$ cat src/rtl/pc_sequencer_pkg.sv
// Shared types and defaults for the program-counter sequencer.
// Imported by the interface, the sequencer top and the return-address stack.
package pc_sequencer_pkg;

   localparam int          PC_W_DEF      = 20;
   localparam logic [19:0] RESET_PC_DEF  = 20'h00000;
   localparam int          RAS_DEPTH_DEF = 4;

   typedef enum logic [2:0] {
      ST_IDLE    = 3'd0,
      ST_FETCH   = 3'd1,
      ST_DECODE  = 3'd2,
      ST_EXECUTE = 3'd3,
      ST_HALTED  = 3'd4
   } state_t;

   // Source of the next PC when EXECUTE completes.
   typedef enum logic [1:0] {
      SEL_HOLD = 2'd0,
      SEL_INC  = 2'd1,
      SEL_TGT  = 2'd2,
      SEL_RAS  = 2'd3
   } pc_sel_t;

endpackage

$ cat src/rtl/pc_sequencer_if.sv
// Fetch/control bundle between the sequencer (master) and its environment (slave).
interface pc_sequencer_if #(
   parameter int PC_W = pc_sequencer_pkg::PC_W_DEF
);
   logic            imem_req;
   logic [PC_W-1:0] imem_addr;
   logic            imem_ack;
   logic            stall;
   logic            halt;
   logic            branch_taken;
   logic [PC_W-1:0] branch_target;
   logic            call;
   logic            ret;
   logic            pc_load;
   logic [PC_W-1:0] pc_next;
   logic [PC_W-1:0] pc_out;
   logic [2:0]      state_o;
   logic            ras_err;

   modport master (
      output imem_req, imem_addr, pc_load, pc_next, pc_out, state_o, ras_err,
      input  imem_ack, stall, halt, branch_taken, branch_target, call, ret
   );

   modport slave (
      input  imem_req, imem_addr, pc_load, pc_next, pc_out, state_o, ras_err,
      output imem_ack, stall, halt, branch_taken, branch_target, call, ret
   );
endinterface

$ cat src/rtl/pc_seq_ras.sv
// Circular return-address stack; a push when full overwrites the oldest entry.
// Push and pop are never requested in the same cycle by the sequencer.
module pc_seq_ras
   import pc_sequencer_pkg::*;
#(
   parameter int PC_W  = PC_W_DEF,
   parameter int DEPTH = RAS_DEPTH_DEF
) (
   input  logic            clk,
   input  logic            rst_n,
   input  logic            i_push,
   input  logic            i_pop,
   input  logic [PC_W-1:0] i_push_data,
   output logic [PC_W-1:0] o_pop_data,
   output logic            o_empty
);

   localparam int PTR_W = (DEPTH > 1) ? $clog2(DEPTH) : 1;
   localparam int CNT_W = $clog2(DEPTH + 1);

   logic [PC_W-1:0]  r_mem [DEPTH];
   logic [PTR_W-1:0] r_ptr;
   logic [CNT_W-1:0] r_cnt;
   logic [PTR_W-1:0] w_ptr_inc;
   logic [PTR_W-1:0] w_ptr_dec;

   // r_ptr is the next write slot, so the top of stack sits one below it.
   assign w_ptr_inc  = (r_ptr == PTR_W'(DEPTH - 1)) ? '0 : r_ptr + 1'b1;
   assign w_ptr_dec  = (r_ptr == '0) ? PTR_W'(DEPTH - 1) : r_ptr - 1'b1;
   assign o_pop_data = r_mem[w_ptr_dec];
   assign o_empty    = (r_cnt == '0);

   always_ff @(posedge clk or negedge rst_n) begin
      if (!rst_n) begin
         r_ptr <= '0;
         r_cnt <= '0;
         for (int i = 0; i < DEPTH; i++) begin
            r_mem[i] <= '0;
         end
      end else if (i_push) begin
         r_mem[r_ptr] <= i_push_data;
         r_ptr        <= w_ptr_inc;
         if (r_cnt != CNT_W'(DEPTH)) begin
            r_cnt <= r_cnt + 1'b1;
         end
      end else if (i_pop && !o_empty) begin
         r_ptr <= w_ptr_dec;
         r_cnt <= r_cnt - 1'b1;
      end
   end

endmodule

$ cat src/rtl/pc_sequencer.sv
// Instruction sequencer: fetch handshake, PC register and next-PC selection.
// Optional return-address stack is built when PC_SEQ_RAS_EN is defined.
//
// state      | meaning
// IDLE       | just out of reset, heads to FETCH on the next edge
// FETCH      | imem_req high at the current PC until imem_ack
// DECODE     | single-cycle decode slot
// EXECUTE    | waits out stall, then picks next PC or halts
// HALTED     | parked until reset
module pc_sequencer
   import pc_sequencer_pkg::*;
#(
   parameter int              PC_W      = PC_W_DEF,
   parameter logic [PC_W-1:0] RESET_PC  = PC_W'(RESET_PC_DEF),
   parameter int              RAS_DEPTH = RAS_DEPTH_DEF
) (
   input  logic               clk,
   input  logic               rst_n,
   pc_sequencer_if.master     bus
);

   state_t          r_state;
   state_t          w_state_nxt;
   logic [PC_W-1:0] r_pc;
   logic [PC_W-1:0] w_pc_inc;
   logic [PC_W-1:0] w_pc_nxt;
   logic            w_exec_go;
   logic            w_ras_err;
   pc_sel_t         w_sel;

`ifdef PC_SEQ_RAS_EN
   logic            w_push;
   logic            w_pop;
   logic            w_ras_empty;
   logic [PC_W-1:0] w_ras_data;

   pc_seq_ras #(
      .PC_W  (PC_W),
      .DEPTH (RAS_DEPTH)
   ) u_ras (
      .clk         (clk),
      .rst_n       (rst_n),
      .i_push      (w_push),
      .i_pop       (w_pop),
      .i_push_data (w_pc_inc),
      .o_pop_data  (w_ras_data),
      .o_empty     (w_ras_empty)
   );
`endif

   assign w_pc_inc  = r_pc + PC_W'(1);
   assign w_exec_go = (r_state == ST_EXECUTE) && !bus.stall && !bus.halt;

   always_ff @(posedge clk or negedge rst_n) begin
      if (!rst_n) begin
         r_state <= ST_IDLE;
      end else begin
         r_state <= w_state_nxt;
      end
   end

   always_comb begin
      w_state_nxt = r_state;
      case (r_state)
         ST_IDLE:    w_state_nxt = ST_FETCH;
         ST_FETCH:   if (bus.imem_ack) w_state_nxt = ST_DECODE;
         ST_DECODE:  w_state_nxt = ST_EXECUTE;
         ST_EXECUTE: begin
            if (!bus.stall) begin
               w_state_nxt = bus.halt ? ST_HALTED : ST_FETCH;
            end
         end
         ST_HALTED:  w_state_nxt = ST_HALTED;
         default:    w_state_nxt = ST_IDLE;
      endcase
   end

   // Priority below halt: ret > call > branch_taken > increment.
   always_comb begin
      w_sel     = SEL_HOLD;
      w_ras_err = 1'b0;
`ifdef PC_SEQ_RAS_EN
      w_push    = 1'b0;
      w_pop     = 1'b0;
`endif
      if (w_exec_go) begin
         if (bus.ret) begin
`ifdef PC_SEQ_RAS_EN
            if (w_ras_empty) begin
               w_sel     = SEL_INC;
               w_ras_err = 1'b1;
            end else begin
               w_sel = SEL_RAS;
               w_pop = 1'b1;
            end
`else
            w_sel = SEL_INC;
`endif
         end else if (bus.call) begin
            w_sel  = SEL_TGT;
`ifdef PC_SEQ_RAS_EN
            w_push = 1'b1;
`endif
         end else if (bus.branch_taken) begin
            w_sel = SEL_TGT;
         end else begin
            w_sel = SEL_INC;
         end
      end
   end

   always_comb begin
      w_pc_nxt = r_pc;
      case (w_sel)
         SEL_INC: w_pc_nxt = w_pc_inc;
         SEL_TGT: w_pc_nxt = bus.branch_target;
`ifdef PC_SEQ_RAS_EN
         SEL_RAS: w_pc_nxt = w_ras_data;
`endif
         default: w_pc_nxt = r_pc;
      endcase
   end

   always_ff @(posedge clk or negedge rst_n) begin
      if (!rst_n) begin
         r_pc <= RESET_PC;
      end else if (w_exec_go) begin
         r_pc <= w_pc_nxt;
      end
   end

   // Request follows the async-reset state register, so it drops as soon as rst_n falls.
   assign bus.imem_req  = (r_state == ST_FETCH);
   assign bus.imem_addr = r_pc;
   assign bus.pc_load   = w_exec_go;
   assign bus.pc_next   = w_pc_nxt;
   assign bus.pc_out    = r_pc;
   assign bus.state_o   = r_state;
   assign bus.ras_err   = w_ras_err;

endmodule

$ cat src/flat_wrapper.sv
// flat-port wrapper written by rule: the top's interface ports become plain ports
module pc_sequencer_flat import pc_sequencer_pkg::*;
#(
   parameter int              PC_W      = PC_W_DEF,
   parameter logic [PC_W-1:0] RESET_PC  = PC_W'(RESET_PC_DEF),
   parameter int              RAS_DEPTH = RAS_DEPTH_DEF
)
  (clk, rst_n, bus_imem_req, bus_imem_addr, bus_pc_load, bus_pc_next, bus_pc_out, bus_state_o, bus_ras_err, bus_imem_ack, bus_stall, bus_halt, bus_branch_taken, bus_branch_target, bus_call, bus_ret);
  pc_sequencer_if #(.PC_W(PC_W)) bus_i ();
  input  logic clk;
  input  logic rst_n;
  output wire logic [$bits(bus_i.imem_req)-1:0] bus_imem_req;
  output wire logic [$bits(bus_i.imem_addr)-1:0] bus_imem_addr;
  output wire logic [$bits(bus_i.pc_load)-1:0] bus_pc_load;
  output wire logic [$bits(bus_i.pc_next)-1:0] bus_pc_next;
  output wire logic [$bits(bus_i.pc_out)-1:0] bus_pc_out;
  output wire logic [$bits(bus_i.state_o)-1:0] bus_state_o;
  output wire logic [$bits(bus_i.ras_err)-1:0] bus_ras_err;
  input wire logic [$bits(bus_i.imem_ack)-1:0] bus_imem_ack;
  input wire logic [$bits(bus_i.stall)-1:0] bus_stall;
  input wire logic [$bits(bus_i.halt)-1:0] bus_halt;
  input wire logic [$bits(bus_i.branch_taken)-1:0] bus_branch_taken;
  input wire logic [$bits(bus_i.branch_target)-1:0] bus_branch_target;
  input wire logic [$bits(bus_i.call)-1:0] bus_call;
  input wire logic [$bits(bus_i.ret)-1:0] bus_ret;
  assign bus_imem_req = bus_i.imem_req;
  assign bus_imem_addr = bus_i.imem_addr;
  assign bus_pc_load = bus_i.pc_load;
  assign bus_pc_next = bus_i.pc_next;
  assign bus_pc_out = bus_i.pc_out;
  assign bus_state_o = bus_i.state_o;
  assign bus_ras_err = bus_i.ras_err;
  assign bus_i.imem_ack = bus_imem_ack;
  assign bus_i.stall = bus_stall;
  assign bus_i.halt = bus_halt;
  assign bus_i.branch_taken = bus_branch_taken;
  assign bus_i.branch_target = bus_branch_target;
  assign bus_i.call = bus_call;
  assign bus_i.ret = bus_ret;
  pc_sequencer #(.PC_W(PC_W), .RESET_PC(RESET_PC), .RAS_DEPTH(RAS_DEPTH)) u_core (.clk(clk), .rst_n(rst_n), .bus(bus_i));
endmodule
$ cat config.mk
export PLATFORM = sky130hd
export DESIGN_NAME = pc_sequencer_flat
export DESIGN_NICKNAME = d
export VERILOG_FILES = /design/src/rtl/pc_sequencer_pkg.sv /design/src/rtl/pc_sequencer_if.sv /design/src/rtl/pc_seq_ras.sv /design/src/rtl/pc_sequencer.sv /design/src/flat_wrapper.sv
export SDC_FILE = /design/constraint.sdc
export NUM_CORES = 1
export LEC_CHECK = 0
export ABC_AREA = 1
export ABC_CLOCK_PERIOD_IN_PS = 4500
export BUFFER_PORTS_ARGS = -buffer_cell sky130_fd_sc_hd__buf_2
export CAP_MARGIN = 20
export CORE_MARGIN = 2
export CORE_UTILIZATION = 40
export CTS_BUF_LIST = sky130_fd_sc_hd__clkbuf_8
export CTS_CLUSTER_SIZE = 8
export DETAILED_ROUTE_END_ITERATION = 12
export PLACE_DENSITY = 0.75
export SLEW_MARGIN = 20
export SYNTH_ARGS = -nofsm -noshare
export SYNTH_HDL_FRONTEND = slang
export SYNTH_SLANG_ARGS = --single-unit
$ cat constraint.sdc
create_clock -name clk -period 4.5 [get_ports clk]
set_input_delay 0.675 -clock clk [delete_from_list [all_inputs] [get_ports clk]]
set_output_delay 0.675 -clock clk [all_outputs]
set_load 0.01 [all_outputs]
==> impl_metrics.tcl, run 1 <==
set metrics [dict create \
    status "completed" \
    clk_root_buffer_cell "clkbuf_8" \
    start_util_pct 40.8 \
    die_area_um2 6160 \
    maxSlewHeadroom_pct 45.6 \
    drive_gt1_share_pct 29.4 \
    fin_area_um2 2520 \
    post-place-ws_ps 684 \
    cts_resized 0 \
    fillCellCount 585 \
    synth_commonest_cells "nand2_1 (98), inv_1 (40), nand3_1 (35), a21oi_1 (24), dfrtp_1 (23)" \
    yosys.area_share.simple_pct 33.5 \
    grt_start_max_net_pins 29 \
    post_dp_cell_area_um2 2480 \
    cts.sinks 23 \
    synthAdderAreaFrac_pct 1.69 \
    arrival_ps 3160 \
    viasPerCell 4.94 \
    hpwl_mm 4.32 \
    slew_viol_final 0 \
    fp.coreArea_um2 5440 \
    synth-edff-count 0 \
    critPathLaunchType "primary input" \
    synth-async-reset-ratio_pct 100 \
    rr_worst_depth 13 \
    hold_class "in -> async" \
    synth_area_leaders "dfrtp_1 (26%), nand2_1 (17%), nand3_1 (7.9%)" \
    yosys.area.top_type_share_pct 25.9 \
    crit_start "bus_stall" \
    synth_compound_area_share_pct 17.6 \
    drv_cap 0 \
    r2r_end "u_core.bus.imem_addr[2]" \
    syn_avg_cell_area_um2 6.66 \
    gp_congestion 0.843 \
    drt-initial-drc-count 184 \
    clk_path_buf_depth 2 \
    syn_nets 364 \
    ys.warnings.count 0 \
    die_h_um 78.5 \
    postSynthCellCount 333 \
    io_buffer_count 92 \
    synth_mux_area_share_pct 0 \
    drc 0 \
    synth_seq_area_share_pct 25.9 \
    ant_nets 0 \
    routed_wl_mm 5.73 \
    fin_ws_ps 668 \
    synth.cell_area_um2 2220 \
    row_count 27 \
    setup_tns_ps 0 \
    num_antenna_cells 0 \
    power_density_nw_per_um2 518 \
    synth_top_family_by_area "simple AND/OR/NAND/NOR gates" \
    grt_pass1_wl_mm 9.61 \
    firstDrtPassIters 4 \
    gr-total-overflow 0 \
    end_kind "output port" \
    synth_xor_xnor_area_share_pct 0 \
    cp.required_ps 3830 \
    synth_area_leader_cell "dfrtp_1" \
    hold_buffers 0 \
    yosysMostFrequentCell "nand2_1" \
    nets 430 \
    crit_end "bus_pc_next[2]" \
    fmax_mhz 261 \
    synth-seq-cells 23 \
    hold_violations 0 \
    pin_count 94 \
    fin_worst_skew_ps 2.48 \
    ys.flop_type "dfrtp_1" \
    first_global_vias 2149 \
    grt_usage_pct 19.0 \
    layout_min_cycle_time_ps 3830 \
    path_class "in -> out" \
    clkTransAtPathRegs_ps 90 \
    clk_latency_ps 270 \
    post-cts-setup-buffers 0 \
    r2r-start "u_core.bus.state_o[2]" \
    fin_crit_sh_pct 85.2 \
    synthDistinctLibCells 34 \
    p_leak_nw 1.40 \
    cts_made_buffers 3 \
    reg2reg_slack_ps 1580 \
    wl_per_cell_um 12.2 \
    area_growth_pct 13.7 \
    worst_pin_slew_ps 816 \
    die_width_um 78.5 \
    setup_violations 0 \
    ir_drop_v 0.000248 \
    htreeDepth 1 \
    cts_tree "done" \
    path_max_fanout 21 \
    rsz0062_at_grt "false" \
    antenna_found_initial 0 \
    register_area_um2 576 \
    multi_input_area_um2 1180 \
    routed-via-count 2321 \
]
==> layout by cell type, fill, tap and decap left out, drive strengths merged <==
cell	instances
a21boi	10
a21oi	28
a22oi	4
buf	94
clkbuf	3
clkinv	1
conb	1
dfrtp	23
ha	3
inv	42
nand2	101
nand3	39
nand4	2
nor2	23
nor3	1
o21ai	19
o21bai	1
o221ai	1
o22ai	1
o32ai	1
==> registers in the layout, summed over array words and instances, names as in the netlist <==
name / cells
u_core.bus.imem_addr: 20
u_core.bus.state_o: 3
==> stage by stage <==
stage               power (mW)  utilization [%]  hold slack (ps)  instances
floorplan                0.962                -              379        333
CTS                       1.32             46.4              407        470
detailed placement        1.18             45.5              562        466
global route              1.43             46.4              429        470
finish                    1.31             46.4              383        470
global placement          1.17             45.5              540        466
==> worst max-delay path, stage by stage <==
cell and delay, ps:
buf_2 90, inv_1 70, nand4_1 120, nor2_2 120, inv_1 240, nor2_1 220
inv_1 60, ha_1 700, inv_1 240, a21oi_1 210, a21oi_1 60, a21oi_1 190
buf_2 160
==> kinds of logic after synthesis <==
logic type	Yosys count
other	1
AOI/OAI and AO/OA	65
buffers and inverters	75
and+or+nand+nor	166
DFF	23
adders and majority gates	3
==> worst min-delay path by stage <==
stage | end | start | cells after the start | slack (ps)
2_1_floorplan | u_core.bus.imem_addr[0] | rst_n | 0 | 380
3_3_place_gp | u_core.bus.imem_addr[19] | u_core.bus.imem_addr[19] | 2 | 540
3_5_place_dp | u_core.bus.state_o[0] | u_core.bus.state_o[2] | 1 | 560
4_1_cts | u_core.bus.imem_addr[4] | rst_n | 1 | 410
5_1_grt | u_core.bus.imem_addr[9] | rst_n | 1 | 430
6_report | u_core.bus.imem_addr[9] | rst_n | 1 | 380
==> area by class of cell <==
| cell class | instances | share of cell area [%] |
|---|---|---|
| Sequential cell | 23 | 22.8 |
| Multi-Input combinational cell | 235 | 46.7 |
| Timing Repair Buffer | 94 | 18.8 |
| Clock inverter | 1 | 0.149 |
| Tap cell | 72 | 3.57 |
| Clock buffer | 3 | 1.64 |
| Inverter | 42 | 6.30 |
==> metal layers <==
metal | vias up | global-route usage (%) | wire length (µm)
met3 | 4 | 2.41 | 362
met2 | 84 | 33.2 | 2800
met5 | - | 0 | 0
met4 | 0 | 6.14 | 66
met1 | 1053 | 24.3 | 2500
li1 | 1180 | - | -
==> where the power goes <==
part | switching (mW) | internal [mW] | total (mW) | leakage (nW)
combinational | 0.448 | 0.304 | 0.752 | 1.07
clock | 0.0748 | 0.0612 | 0.136 | 0.0269
sequential | 0.135 | 0.283 | 0.418 | 0.300
total | 0.657 | 0.649 | 1.31 | 1.40
(Power assumes the default switching activity.)
==> run 2, diff against run 1 <==
--- a/config.mk
+++ b/config.mk
@@ -5,7 +5,6 @@
 export SDC_FILE = /design/constraint.sdc
 export NUM_CORES = 1
 export LEC_CHECK = 0
-export ABC_AREA = 1
 export ABC_CLOCK_PERIOD_IN_PS = 4500
 export BUFFER_PORTS_ARGS = -buffer_cell sky130_fd_sc_hd__buf_2
 export CAP_MARGIN = 20
==> constraint.sdc (replaced) <==
create_clock -name clk -period 4.5 [get_ports clk]
set_input_delay 0.675 -clock clk [delete_from_list [all_inputs] [get_ports clk]]
set_output_delay 0.675 -clock clk [all_outputs]
set_load 0.02 [all_outputs]
==> impl_metrics.tcl, run 2 <==
set metrics [dict create \
    post_dp_cell_area_um2 2490 \
    setup_tns_ps 0 \
    sw_frac_of_total_pct 49.3 \
    cp.depth 11 \
    gp_congestion 0.874 \
    antenna_found_initial 0 \
    postSynthCellCount 270 \
    path_max_fanout 25 \
    wl_per_cell_um 15.3 \
    pwr-share-seq_pct 34.3 \
    start_util_pct 41.8 \
    syn_avg_cell_area_um2 7.96 \
    synth-seq-cells 23 \
    r2r_end "u_core.bus.imem_addr[9]" \
    die_width_um 77.3 \
    hold_violations 0 \
    clk_path_buf_depth 2 \
    hpwl_mm 4.43 \
    gr-total-overflow 0 \
    final_cells 401 \
    synth.cell_area_um2 2150 \
    drv_cap 0 \
    crit_family "simple AND/OR/NAND/NOR gates" \
    fin_worst_skew_ps 3.38 \
    cts_resized 0 \
    end_kind "output port" \
    crit_end "bus_pc_next[8]" \
    slew_viol_final 0 \
    maxSlewHeadroom_pct 42.4 \
    viasPerCell 5.60 \
    synth-async-reset-ratio_pct 100 \
    final_cell_mix "buf_2 (92), o21ai_0 (35), dfrtp_1 (23)" \
    critical-path-max-stage-delay_ps 460 \
    crit_start "u_core.bus.state_o[2]" \
    ant_nets 0 \
    clkTransAtPathRegs_ps 90 \
    cp.required_ps 3830 \
    grt_pass1_wl_mm 10.2 \
    rr_worst_depth 9 \
    setup_violations 0 \
    p_comb_share_pct 51.3 \
    status "completed" \
    grt_start_max_net_pins 26 \
    first_global_vias 2059 \
    hold_slack_ps 376 \
    cts_tree "done" \
    final_common_cell "buf_2" \
    worst_pin_slew_ps 863 \
    largest_reg_flops 20 \
    ys.warnings.count 0 \
    routed_wl_mm 6.13 \
    path_class "reg -> out" \
    fmax_mhz 249 \
    ir_drop_v 0.000171 \
    ys.flop_type "dfrtp_1" \
    clk_root_buffer_cell "clkbuf_8" \
    synth_area_leaders "dfrtp_1 (27%), o21ai_0 (8.1%), buf_4 (7.7%)" \
    io_buffer_count 92 \
    fin_area_um2 2540 \
    cp_cell_sequence "nand2b_1 > nor3_2 > o21ai_0 > inv_1 > ha_1 > buf_4 > inv_1 > nor4_1 > a21oi_1 > o22ai_1 > buf_2" \
    cp_common_cell "inv_1" \
    hold_buffers 0 \
    nets 363 \
    row_count 26 \
    drc 0 \
    reg2reg_slack_ps 1240 \
    rsz0062_at_grt "false" \
    post-cts-setup-buffers 0 \
    arrival_ps 3340 \
    area_growth_pct 18.0 \
    power_density_nw_per_um2 383 \
    p_sw_mw 0.479 \
    clk_latency_ps 280 \
    total_power_mw 0.971 \
    yosys.area.top_type_share_pct 26.8 \
    pin_count 94 \
    critPathLaunchType "register" \
    die_h_um 77.3 \
    firstDrtPassIters 4 \
    fin_ws_ps 487 \
    drive_gt1_share_pct 36.6 \
    synth_commonest_cells "o21ai_0 (35), dfrtp_1 (23), buf_4 (22), nor2_1 (18)" \
    cts.sinks 23 \
    intPower_mw 0.492 \
    fin_crit_sh_pct 89.2 \
    routed-via-count 2247 \
    synthDistinctLibCells 57 \
    synth-edff-count 0 \
    synth_seq_area_share_pct 26.8 \
    fin_util_pct 49.3 \
    post-place-ws_ps 540 \
    place_inst 397 \
    grt_usage_pct 20.8 \
    p_leak_nw 1.21 \
    hold_class "in -> async" \
    fp.coreArea_um2 5140 \
    cts_made_buffers 3 \
    syn_nets 301 \
    htreeDepth 1 \
    synth_area_leader_cell "dfrtp_1" \
    die_area_um2 5980 \
    num_antenna_cells 0 \
    cp_slowest_cell "nor3_2" \
    yosysMostFrequentCell "o21ai_0" \
    path_buf_inv 4 \
    clockPowerShare_pct 14.4 \
    layout_min_cycle_time_ps 4010 \
    r2r-start "u_core.bus.state_o[2]" \
    drt-initial-drc-count 125 \
]
## run 2: changes by cell type in the layout (fill, tap and decap cells not counted), moves of 4 or more
| cell | change |
|---|---|
| nand2_1 | -81 |
| inv_1 | -24 |
| nand3_1 | -20 |
| o21ai_0 | +19 |
| a21oi_1 | -8 |
| a21boi_1 | -7 |
| mux2_2 | +7 |
| o211ai_1 | +7 |
| a32oi_1 | +5 |
| a21oi_2 | -4 |
| a31oi_1 | +4 |
| and3_1 | +4 |
| nor2_4 | -4 |
## run 2: layout make-up
cell class,instances,area (µm²)
Clock inverter,1,5.00
Timing Repair Buffer,95,483
Inverter,17,63.8
Sequential cell,23,576
Fill cell,531,2600
Multi-Input combinational cell,192,1280
Tap cell,70,87.6
Clock buffer,3,41.3
## run 2: power groups by stage
stage,Clock [mW],Sequential (mW),Combinational (mW)
2_1_floorplan,0,0.360,0.346
3_3_place_gp,0,0.333,0.495
3_5_place_dp,0,0.337,0.501
4_1_cts,0.143,0.333,0.502
5_1_grt,0.149,0.349,0.541
6_report,0.140,0.333,0.498
## run 2: layer usage
layer	GRT usage (%)	part of all wire, %
met1	28.9	45
met2	33.6	47
met3	2.59	6.2
met4	6.25	1.1
met5	0	0
## run 2: logic make-up (layout without fill, tap and decap cells)
logic type | Yosys count | count (layout) | synth area share [%]
AOI/OAI and AO/OA | 93 | 93 | 27.9
buffers and inverters | 55 | 116 | 13.7
muxes | 10 | 10 | 5.12
adders and majority gates | 3 | 3 | 1.75
DFF | 23 | 23 | 26.8
and+or+nand+nor | 85 | 85 | 24.6
other | 1 | 1 | 0.174
## run 2: how the worst min path moves through the flow
stage / slack [ps] / start / to / depth (start not counted)
after global placement: 500 / u_core.bus.state_o[2] / u_core.bus.state_o[0] / 1
final: 380 / rst_n / u_core.bus.imem_addr[6] / 1
after detailed placement: 520 / u_core.bus.state_o[0] / u_core.bus.state_o[0] / 1
after CTS: 400 / rst_n / u_core.bus.imem_addr[6] / 1
after global routing: 410 / rst_n / u_core.bus.imem_addr[4] / 1
after floorplan: 380 / rst_n / u_core.bus.imem_addr[0] / 0
## run 2: worst reg2reg max path, stage by stage, from the launching register on
cell and delay [ps]:
dfrtp_1 440, nand2b_1 210, nor3_2 460, o21ai_0 240, ha_1 350, buf_4 210
inv_1 160, nand3_1 540, o21ai_0 370, o21ai_0 130
